<file path="src/rtl/reversalmb_module_initiator.sv">
// rtl/reversalmb_module_initiator.sv - MBINIT.REVERSALMB initiator: sideband handshake, lane-ID pattern and one-shot lane reversal
module reversalmb_module_initiator #(
  parameter int PASS_MIN = 9
) (
  input  logic        CLK,
  input  logic        rst,
  input  logic        i_REPAIRVAL_end,
  input  logic [3:0]  i_Rx_SbMessage,
  input  logic        i_msg_valid,
  input  logic        i_Busy_SideBand,
  input  logic        i_falling_edge_busy,
  input  logic [15:0] i_REVERSAL_Pattern_Result_logged,
  input  logic        i_pattern_done,
  output logic [3:0]  o_TX_SbMessage,
  output logic        o_ValidOutDatat_Module,
  output logic        o_LaneID_Pattern_En,
  output logic        o_Clear_Pattern_Comparator,
  output logic        o_Lane_Reversal_En,
  output logic        o_MBINIT_REVERSALMB_Module_end,
  output logic        o_MBINIT_REVERSALMB_Error
);

  localparam logic [3:0] INIT_REQ_MSG   = 4'b0001;
  localparam logic [3:0] INIT_RESP_MSG  = 4'b0010;
  localparam logic [3:0] CLEAR_REQ_MSG  = 4'b0011;
  localparam logic [3:0] CLEAR_RESP_MSG = 4'b0100;
  localparam logic [3:0] RESULT_REQ_MSG = 4'b0101;
  localparam logic [3:0] RESULT_RESP_MSG= 4'b0110;
  localparam logic [3:0] DONE_REQ_MSG   = 4'b0111;
  localparam logic [3:0] DONE_RESP_MSG  = 4'b1000;

  typedef enum logic [4:0] {
    IDLE, CHK_BUSY_INIT, INIT_REQ, WAIT_INIT_RESP,
    CHK_BUSY_CLEAR, CLEAR_REQ, WAIT_CLEAR_RESP, PATTERN,
    CHK_BUSY_RESULT, RESULT_REQ, WAIT_RESULT_RESP, EVAL,
    CHK_BUSY_DONE, DONE_REQ, WAIT_DONE_RESP, DONE, ERROR
  } state_t;

  state_t      state, next;
  logic [15:0] result;
  logic [4:0]  ones;
  logic        set_rev;
  logic [3:0]  tx_code;
  logic        tx_valid;

  always_comb begin
    ones = '0;
    for (int i = 0; i < 16; i++) ones = ones + 5'(result[i]);
  end

  always_ff @(posedge CLK or posedge rst) begin
    if (rst) state <= IDLE;
    else     state <= next;
  end

  always_comb begin
    next    = state;
    set_rev = 1'b0;
    case (state)
      IDLE:             if (i_REPAIRVAL_end) next = CHK_BUSY_INIT;
      CHK_BUSY_INIT:    if (!i_Busy_SideBand) next = INIT_REQ;
      INIT_REQ:         if (i_falling_edge_busy) next = WAIT_INIT_RESP;
      WAIT_INIT_RESP:   if (i_msg_valid && i_Rx_SbMessage == INIT_RESP_MSG) next = CHK_BUSY_CLEAR;
      CHK_BUSY_CLEAR:   if (!i_Busy_SideBand) next = CLEAR_REQ;
      CLEAR_REQ:        if (i_falling_edge_busy) next = WAIT_CLEAR_RESP;
      WAIT_CLEAR_RESP:  if (i_msg_valid && i_Rx_SbMessage == CLEAR_RESP_MSG) next = PATTERN;
      PATTERN:          if (i_pattern_done) next = CHK_BUSY_RESULT;
      CHK_BUSY_RESULT:  if (!i_Busy_SideBand) next = RESULT_REQ;
      RESULT_REQ:       if (i_falling_edge_busy) next = WAIT_RESULT_RESP;
      WAIT_RESULT_RESP: if (i_msg_valid && i_Rx_SbMessage == RESULT_RESP_MSG) next = EVAL;
      EVAL: begin
        if (ones >= 5'(PASS_MIN)) begin
          next = CHK_BUSY_DONE;
        end else if (!o_Lane_Reversal_En) begin
          // one retry with the TX lane mapping reversed
          next    = CHK_BUSY_CLEAR;
          set_rev = 1'b1;
        end else begin
          next = ERROR;
        end
      end
      CHK_BUSY_DONE:    if (!i_Busy_SideBand) next = DONE_REQ;
      DONE_REQ:         if (i_falling_edge_busy) next = WAIT_DONE_RESP;
      WAIT_DONE_RESP:   if (i_msg_valid && i_Rx_SbMessage == DONE_RESP_MSG) next = DONE;
      DONE:             next = DONE;
      ERROR:            next = ERROR;
      default:          next = IDLE;
    endcase
    if (!i_REPAIRVAL_end) begin
      next    = IDLE;
      set_rev = 1'b0;
    end
  end

  always_comb begin
    tx_valid = 1'b1;
    case (next)
      INIT_REQ:   tx_code = INIT_REQ_MSG;
      CLEAR_REQ:  tx_code = CLEAR_REQ_MSG;
      RESULT_REQ: tx_code = RESULT_REQ_MSG;
      DONE_REQ:   tx_code = DONE_REQ_MSG;
      default: begin
        tx_code  = 4'b0000;
        tx_valid = 1'b0;
      end
    endcase
  end

  // outputs are decoded from next so they line up with the state being entered
  always_ff @(posedge CLK or posedge rst) begin
    if (rst) begin
      o_TX_SbMessage                 <= 4'b0000;
      o_ValidOutDatat_Module         <= 1'b0;
      o_LaneID_Pattern_En            <= 1'b0;
      o_Clear_Pattern_Comparator     <= 1'b0;
      o_Lane_Reversal_En             <= 1'b0;
      o_MBINIT_REVERSALMB_Module_end <= 1'b0;
      o_MBINIT_REVERSALMB_Error      <= 1'b0;
      result                         <= '0;
    end else begin
      o_TX_SbMessage                 <= tx_code;
      o_ValidOutDatat_Module         <= tx_valid;
      o_LaneID_Pattern_En            <= (next == PATTERN);
      o_Clear_Pattern_Comparator     <= (next == PATTERN) && (state != PATTERN);
      o_MBINIT_REVERSALMB_Module_end <= (next == DONE);
      o_MBINIT_REVERSALMB_Error      <= (next == ERROR);
      if (next == IDLE)  o_Lane_Reversal_En <= 1'b0;
      else if (set_rev)  o_Lane_Reversal_En <= 1'b1;
      if (state == WAIT_RESULT_RESP && next == EVAL)
        result <= i_REVERSAL_Pattern_Result_logged;
    end
  end

endmodule

</file>
<file path="config.mk">
export PLATFORM = sky130hd
export DESIGN_NAME = reversalmb_module_initiator
export DESIGN_NICKNAME = d
export VERILOG_FILES = /design/src/rtl/reversalmb_module_initiator.sv
export SDC_FILE = /design/constraint.sdc
export NUM_CORES = 1
export LEC_CHECK = 0
export BUFFER_PORTS_ARGS = -buffer_cell sky130_fd_sc_hd__buf_2
export CORE_MARGIN = 2
export CORE_UTILIZATION = 54
export CTS_BUF_LIST = sky130_fd_sc_hd__clkbuf_4 sky130_fd_sc_hd__clkbuf_8
export CTS_CLUSTER_DIAMETER = 60
export DETAILED_ROUTE_END_ITERATION = 6
export HOLD_SLACK_MARGIN = 0.15
export PLACE_DENSITY = 0.79
export RECOVER_POWER = 100
export SYNTH_ARGS = -nofsm -noshare
export SYNTH_HDL_FRONTEND = slang
export SYNTH_SLANG_ARGS = --single-unit
</file>
<file path="constraint.sdc">
create_clock -name CLK -period 8.55 [get_ports CLK]
set_input_delay 0.4275 -clock CLK [delete_from_list [all_inputs] [get_ports CLK]]
set_output_delay 0.4275 -clock CLK [all_outputs]
set_load 0.005 [all_outputs]
</file>
==> results.cfg, run 1 <==
[critical_path]
start_kind = register
cp.required_ns = 8.77
critPathArrivalTime_ns = 4.79
path_class = reg -> reg
r2r-start = result[0]
worstRegToRegCells = 16
crit_end = o_LaneID_Pattern_En
endpoint_kind = register
r2r_end = o_LaneID_Pattern_En
worstPathMaxFanout = 4
cp-startpoint = result[0]
rrSetupSlack_ns = 3.98

[yosys]
synth_area_um2 = 1960
synth.distinct_cells = 51
synth-main-ff-cell = dfrtp_1
syn-num-nets = 222
syn_inst = 180
synth.ff_latch_count = 29
ys_seq_area_share_pct = 37.1
yosys_warnings = 0
avgSynthCellArea_um2 = 10.9
synth_edf_count = 0
synthArstFlopShare_pct = 100

[cells_and_area]
design_area_um2 = 2160
fillers = 306
layout.nets = 258
n_antenna_cell = 0
layout-drive-gt1-share_pct = 26.3
final_common_cell = buf_2
final_cell_count_no_fill = 263
mostFrequentLayoutCells = 32 x buf_2, 31 x inv_1, 29 x dfrtp_1
area_growth_pct = 10.1

[detailed_routing]
drt_iter0_drc = 82
wire_per_inst_um = 13.4
wl_mm = 3.53
route.vias.total = 1408
drc = 0
drtPass1Iterations = 4
postRouteAntennaNets = 0
via_per_inst = 5.35

[pwr]
combPwrFrac_pct = 7.6
ir_drop_v = 0.0000934
p_sw_share_pct = 22.1
p_leak_nw = 1.07
p_int_w = 0.000220
powerDensity_nw_per_um2 = 131
p_sw_w = 0.0000627
pwr-share-seq_pct = 49.6
power_frac_clock_pct = 42.8

[timing]
holdWs_ns = 0.305
max_slew_margin_pct = 29.5
clock_skew_ns = 0.00783
clock.fmax_mhz = 219
setup_violations = 0
hold_viol_final = 0
worst_pin_slew_ns = 1.06
timing.final.max_slew_violations = 0
rsz0062_at_grt = false
finalSetupTns_ns = 0
finalCritPeriodShare_pct = 53.4
finalCriticalPeriod_ns = 4.57

[global_routing]
grt_pass1_wl_mm = 6.31
grt_usage_pct = 20.2
busiest_layer = met2
use_met3_pct = 5.11
antenna_found_initial = 0
grt_overflow = 0
grt_max_degree = 30
grt_util_met1_pct = 25.1
met2_usage_pct = 32.7
grt_pass1_vias = 1406

[clocking]
numCtsBuffers = 5
post_cts_buffers = 0
clock-sinks = 29
clkTransAtPathRegs_ns = 0.09
ctsResizeCount = 0
clk_latency_ns = 0.33
tritoncts = yes
cts_root_buf = clkbuf_4
htree_num_levels = 2
cts_hold_buf = 0
clockBufferDepth = 2

[die]
fp.coreArea_um2 = 3420
die_area_um2 = 4120
fp.dieH_um = 64.2
fp-row-count = 21
io_pins = 37
start_util_pct = 57.3
die_w_um = 64.2

[placement]
gp_congestion = 0.852
dp.cells = 255
dpl_cell_area_um2 = 2130
dpl.hpwl_mm = 2.63
io_buffers = 35

[run_status]
status = completed

[hold_path]
hp-class = in -> reg

[job]
maxCapViolations = 0
## through the flow
step	util (%)	setup slack (ns)	total power (W)
2_1_floorplan	-	4.27	0.000158
3_3_place_gp	62.2	4.13	0.000165
3_5_place_dp	62.2	4.02	0.000166
4_1_cts	64.8	3.98	0.000286
5_1_grt	63.1	3.62	0.000296
6_report	63.1	3.98	0.000283
## state kept, by name, summed over array words and instances, names as in the netlist
name and flops:
result 16, state 5, o_TX_SbMessage 3, o_Clear_Pattern_Comparator 1
o_LaneID_Pattern_En 1, o_Lane_Reversal_En 1, o_MBINIT_REVERSALMB_Error 1, o_MBINIT_REVERSALMB_Module_end 1
## critical path, stage by stage (launching register included)
cell	delay, ns
dfrtp_1	0.36
inv_1	0.06
fa_1	0.56
fa_1	0.44
fa_1	0.53
fa_1	0.41
inv_1	0.07
ha_1	0.17
inv_1	0.06
fa_1	0.41
xnor2_1	0.16
nor3b_1	0.26
nor4_1	0.10
o31ai_1	0.43
inv_1	0.12
and2_0	0.17
and2_1	0.15
## power by group through the flow
| stage | combinational, W | clock [W] | sequential (W) |
|---|---|---|---|
| 6_report | 0.0000216 | 0.000121 | 0.000140 |
| 5_1_grt | 0.0000245 | 0.000130 | 0.000141 |
| 4_1_cts | 0.0000230 | 0.000123 | 0.000140 |
| 3_5_place_dp | 0.0000228 | 0 | 0.000143 |
| 3_3_place_gp | 0.0000223 | 0 | 0.000143 |
| 2_1_floorplan | 0.0000170 | 0 | 0.000141 |
## cell families (layout without fill, tap and decap cells)
family	Yosys count	count (layout)	share of synthesized area (%)
buffers and inverters	38	75	9.65
adder cells (fa/ha/maj)	15	15	13.4
multiplexers	17	17	11.6
XOR/XNOR	1	1	0.447
AO/OA/AOI/OAI	35	35	13.7
AND/OR/NAND/NOR	44	44	13.9
other	1	1	0.192
flip-flops	29	29	37.1
## worst min-delay path by stage
stage	from	endpoint	slack [ns]	depth (start not counted)
2_1_floorplan	result[0]	result[0]	0.48	1
3_3_place_gp	result[0]	result[0]	0.49	1
3_5_place_dp	result[4]	result[4]	0.49	1
4_1_cts	i_REVERSAL_Pattern_Result_logged[1]	result[1]	0.31	2
5_1_grt	i_REVERSAL_Pattern_Result_logged[1]	result[1]	0.30	2
6_report	i_REVERSAL_Pattern_Result_logged[1]	result[1]	0.31	2
## area by class of cell
class	instances	area, um^2	share of cell area, %
clock buffers	7	58.8	2.73
clock inverters	1	30.0	1.39
inverters	31	116	5.40
multi-input cells	113	992	46.0
flip-flops and latches	29	726	33.7
well taps	46	57.6	2.67
repair buffers	36	175	8.13
## per-layer routing
| layer | wire length (um) | vias to the layer above | share of wire, % |
|---|---|---|---|
| met5 | 0 | - | 0 |
| met4 | 119 | 0 | 3.4 |
| met3 | 167 | 14 | 4.7 |
| met2 | 1680 | 43 | 48 |
| met1 | 1560 | 663 | 44 |
| li1 | - | 688 | - |
## synthesized netlist by cell type (2+ instances only)
| master | number | area share (%) |
|---|---|---|
| and2_1 | 2 | 0.64 |
| dfrtp_1 | 29 | 37 |
| nand2b_1 | 4 | 1.3 |
| inv_1 | 31 | 5.9 |
| nor3b_1 | 4 | 1.5 |
| nor4_1 | 4 | 1.3 |
| nor2_1 | 4 | 0.77 |
| mux2_2 | 6 | 3.5 |
| fa_1 | 10 | 10 |
| nand3_1 | 2 | 0.51 |
| and2b_2 | 2 | 0.89 |
| ha_1 | 5 | 3.2 |
| a31oi_1 | 2 | 0.64 |
| and3_1 | 3 | 0.96 |
| nor2b_1 | 2 | 0.64 |
| o21ai_1 | 2 | 0.51 |
| o21ai_0 | 4 | 1.0 |
| a21oi_1 | 8 | 2.0 |
| clkbuf_8 | 2 | 1.4 |
| nand2_1 | 6 | 1.2 |
| nand4_1 | 3 | 0.96 |
| a21boi_0 | 3 | 1.2 |
| mux2_4 | 10 | 7.7 |
| buf_4 | 4 | 1.5 |
| o31ai_1 | 2 | 0.77 |
No activity file was read; power rests on OpenSTA's default activity.
==> run 2: changes to the inputs <==
--- a/config.mk
+++ b/config.mk
@@ -5,6 +5,7 @@
 export SDC_FILE = /design/constraint.sdc
 export NUM_CORES = 1
 export LEC_CHECK = 0
+export ABC_AREA = 1
 export BUFFER_PORTS_ARGS = -buffer_cell sky130_fd_sc_hd__buf_2
 export CORE_MARGIN = 2
 export CORE_UTILIZATION = 54
==> constraint.sdc (replaced) <==
create_clock -name CLK -period 4.3 [get_ports CLK]
set_input_delay 0.215 -clock CLK [delete_from_list [all_inputs] [get_ports CLK]]
set_output_delay 0.215 -clock CLK [all_outputs]
set_load 0.005 [all_outputs]
==> run 2 against run 1 <==
Compared with the run above: global-route usage is 5.0 points higher; largest cell class unchanged; fmax grew 6.6%; sequential power grew 99%; via count up 40%; highest routed layer unchanged; critical endpoint is now result[9]; clock skew down 0.0044 ns; sequential share of layout area down 5.8 points; power grew 130%; die area grew 4.7%; critical path type unchanged.
==> results.cfg, run 2 <==
[run_status]
status = completed

[pwr]
power_frac_clock_pct = 46.2
pwr-share-seq_pct = 42.8
ir_drop_v = 0.000171
combPwrFrac_pct = 11.0
p_sw_w = 0.000157
p_int_w = 0.000493
p_leak_nw = 1.41
powerDensity_nw_per_um2 = 249
power_w = 0.000650
p_sw_share_pct = 24.2

[cells_and_area]
reg_top3 = result x16, state x5, o_TX_SbMessage x3
largest_reg_flops = 16
regArea_um2 = 726
top_register = result
layout-drive-gt1-share_pct = 27.9
area_growth_pct = 26.7
final_common_cell = nand2_1
final_cell_count_no_fill = 381
fillers = 287
multi_input_area_um2 = 1180
n_antenna_cell = 0
mostFrequentLayoutCells = 68 x nand2_1, 47 x inv_1, 32 x nor2_1, 32 x buf_2, 29 x dfrtp_1
layout.nets = 374

[detailed_routing]
drc = 0
drtPass1Iterations = 5
via_per_inst = 5.18
postRouteAntennaNets = 0
wire_per_inst_um = 13.3
wl_mm = 5.08
drt_iter0_drc = 155
route.vias.total = 1972

[clocking]
clock-sinks = 29
htree_num_levels = 2
clkTransAtPathRegs_ns = 0.06
tritoncts = yes
clockBufferDepth = 2
clk_latency_ns = 0.28
numCtsBuffers = 5
cts_root_buf = clkbuf_8

[timing]
clock.fmax_mhz = 233
finalCriticalPeriod_ns = 4.28
setup_violations = 0
holdWs_ns = 0.188
max_slew_margin_pct = 27.0
hold_viol_final = 0
clock_skew_ns = 0.00347
timing.final.max_slew_violations = 0
finalSetupTns_ns = 0
rsz0062_at_grt = true
worst_pin_slew_ns = 1.09
finalCritPeriodShare_pct = 99.6

[global_routing]
use_met3_pct = 4.11
grt_max_degree = 30
grt_usage_pct = 25.2
grt_pass1_wl_mm = 8.17
grt_util_met1_pct = 36.6
met2_usage_pct = 38.1
grt_pass1_vias = 1815
busiest_layer = met2
grt_overflow = 0
antenna_found_initial = 0

[yosys]
synth_top_cell_area_share_pct = 35.3
synthArstFlopShare_pct = 100
synth_edf_count = 0
synth_area_um2 = 2060
syn_inst = 282
yosysMostFrequentCell = nand2_1
synth_top_area_cell = dfrtp_1
ys_seq_area_share_pct = 35.3
synth.ff_latch_count = 29
synth.distinct_cells = 25
synth-main-ff-cell = dfrtp_1
avgSynthCellArea_um2 = 7.29
yosys-top-cells-count = 83 x nand2_1, 52 x inv_1, 33 x nor2_1
syn-num-nets = 324
synth.area.top_cells = dfrtp_1 35%, nand2_1 15%, fa_1 9.7%, inv_1 9.5%, nand4_1 6.1%
yosys_warnings = 0

[die]
die_w_um = 65.7
die_area_um2 = 4320
fp.dieH_um = 65.7
io_pins = 37
start_util_pct = 56.2
fp-row-count = 22
fp.coreArea_um2 = 3660

[critical_path]
endpoint_kind = register
path_class = reg -> reg
critPathArrivalTime_ns = 4.45
crit_slowest_cell = fa_1
crit_path_max_incr_delay_ns = 0.56
worstPathMaxFanout = 8
crit_family = adder cells
path_buf_inv = 6
cp.required_ns = 4.47
start_kind = register
path_cells = inv_2 -> fa_1 -> fa_1 -> fa_1 -> fa_1 -> inv_2 -> ha_4 -> inv_2 -> fa_2 -> inv_2 -> nor2_1 -> nand3_1 -> nand3_2 -> a21oi_2 -> nor2_2 -> nor2_4 -> buf_6 -> buf_8 -> nand4_1 -> nand2_2

[placement]
dp.cells = 361
dpl.hpwl_mm = 3.50
gp_congestion = 0.945
io_buffers = 35

[job]
maxCapViolations = 0

[hold_path]
hp-class = in -> reg
-- run 2: power by group through the flow --
stage	sequential [W]	combinational, W	clock (W)
after floorplan	0.000283	0.0000454	0
after global placement	0.000283	0.0000684	0
after detailed placement	0.000283	0.0000687	0
after CTS	0.000278	0.0000699	0.000301
after global routing	0.000279	0.0000810	0.000318
final	0.000279	0.0000714	0.000300
-- run 2: worst min-delay path, delay by kind of cell --
kind	cells	cell delay (ns)
buffers and inverters	1	0.08
AND/OR/NAND/NOR	2	0.15
-- run 2: final timing paths --
check,start,slack (ns),endpoint,cells past startpoint
setup / recovery,result[5],0.02,result[9],20
setup reg to reg,result[5],0.02,result[9],20
hold reg to reg,result[13],0.47,result[13],2
max in group asynchronous,rst,3.44,state[3],2
min in group asynchronous,rst,0.20,result[3],2
hold / removal,i_REVERSAL_Pattern_Result_logged[11],0.19,result[11],3
-- run 2: final cells by class --
type | instances | share of cell area (%)
clock buffers | 7 | 3.46
multi-input cells | 194 | 45.5
flip-flops and latches | 29 | 27.8
well taps | 48 | 2.30
clock inverters | 1 | 1.15
repair buffers | 48 | 12.0
inverters | 54 | 7.78
-- run 2: routing by layer --
layer,vias up,part of all wire [%]
li1,975,-
met4,0,1.1
met2,81,47
met5,-,0
met1,908,46
met3,8,5.9
-- run 2: through the flow --
step	worst slack, ns	area [um^2]	utilization (%)
after floorplan	0.152	2060	-
after global placement	0.0418	2260	61.8
after detailed placement	-0.0448	2260	61.8
after CTS	-0.00730	2500	68.4
after global routing	-0.166	2610	71.2
final	0.0162	2610	71.2
-- run 2: kinds of logic (layout without fill, tap and decap cells) --
logic type	after synthesis	count (layout)	share of synthesized area, %
compound gates	9	9	2.56
buf+inv	60	110	12.0
flops	29	29	35.3
simple gates	168	169	37.2
fa+ha+maj	15	15	12.8
other cells	1	1	0.182
-- run 2: what timing repair did --
item,in CTS,in global routing
pin swaps,5,9
hold buffers,0,0
resized for setup,9,27
endpoints found under the setup margin,16,22
buffers inserted,6,4
cloned,2,0
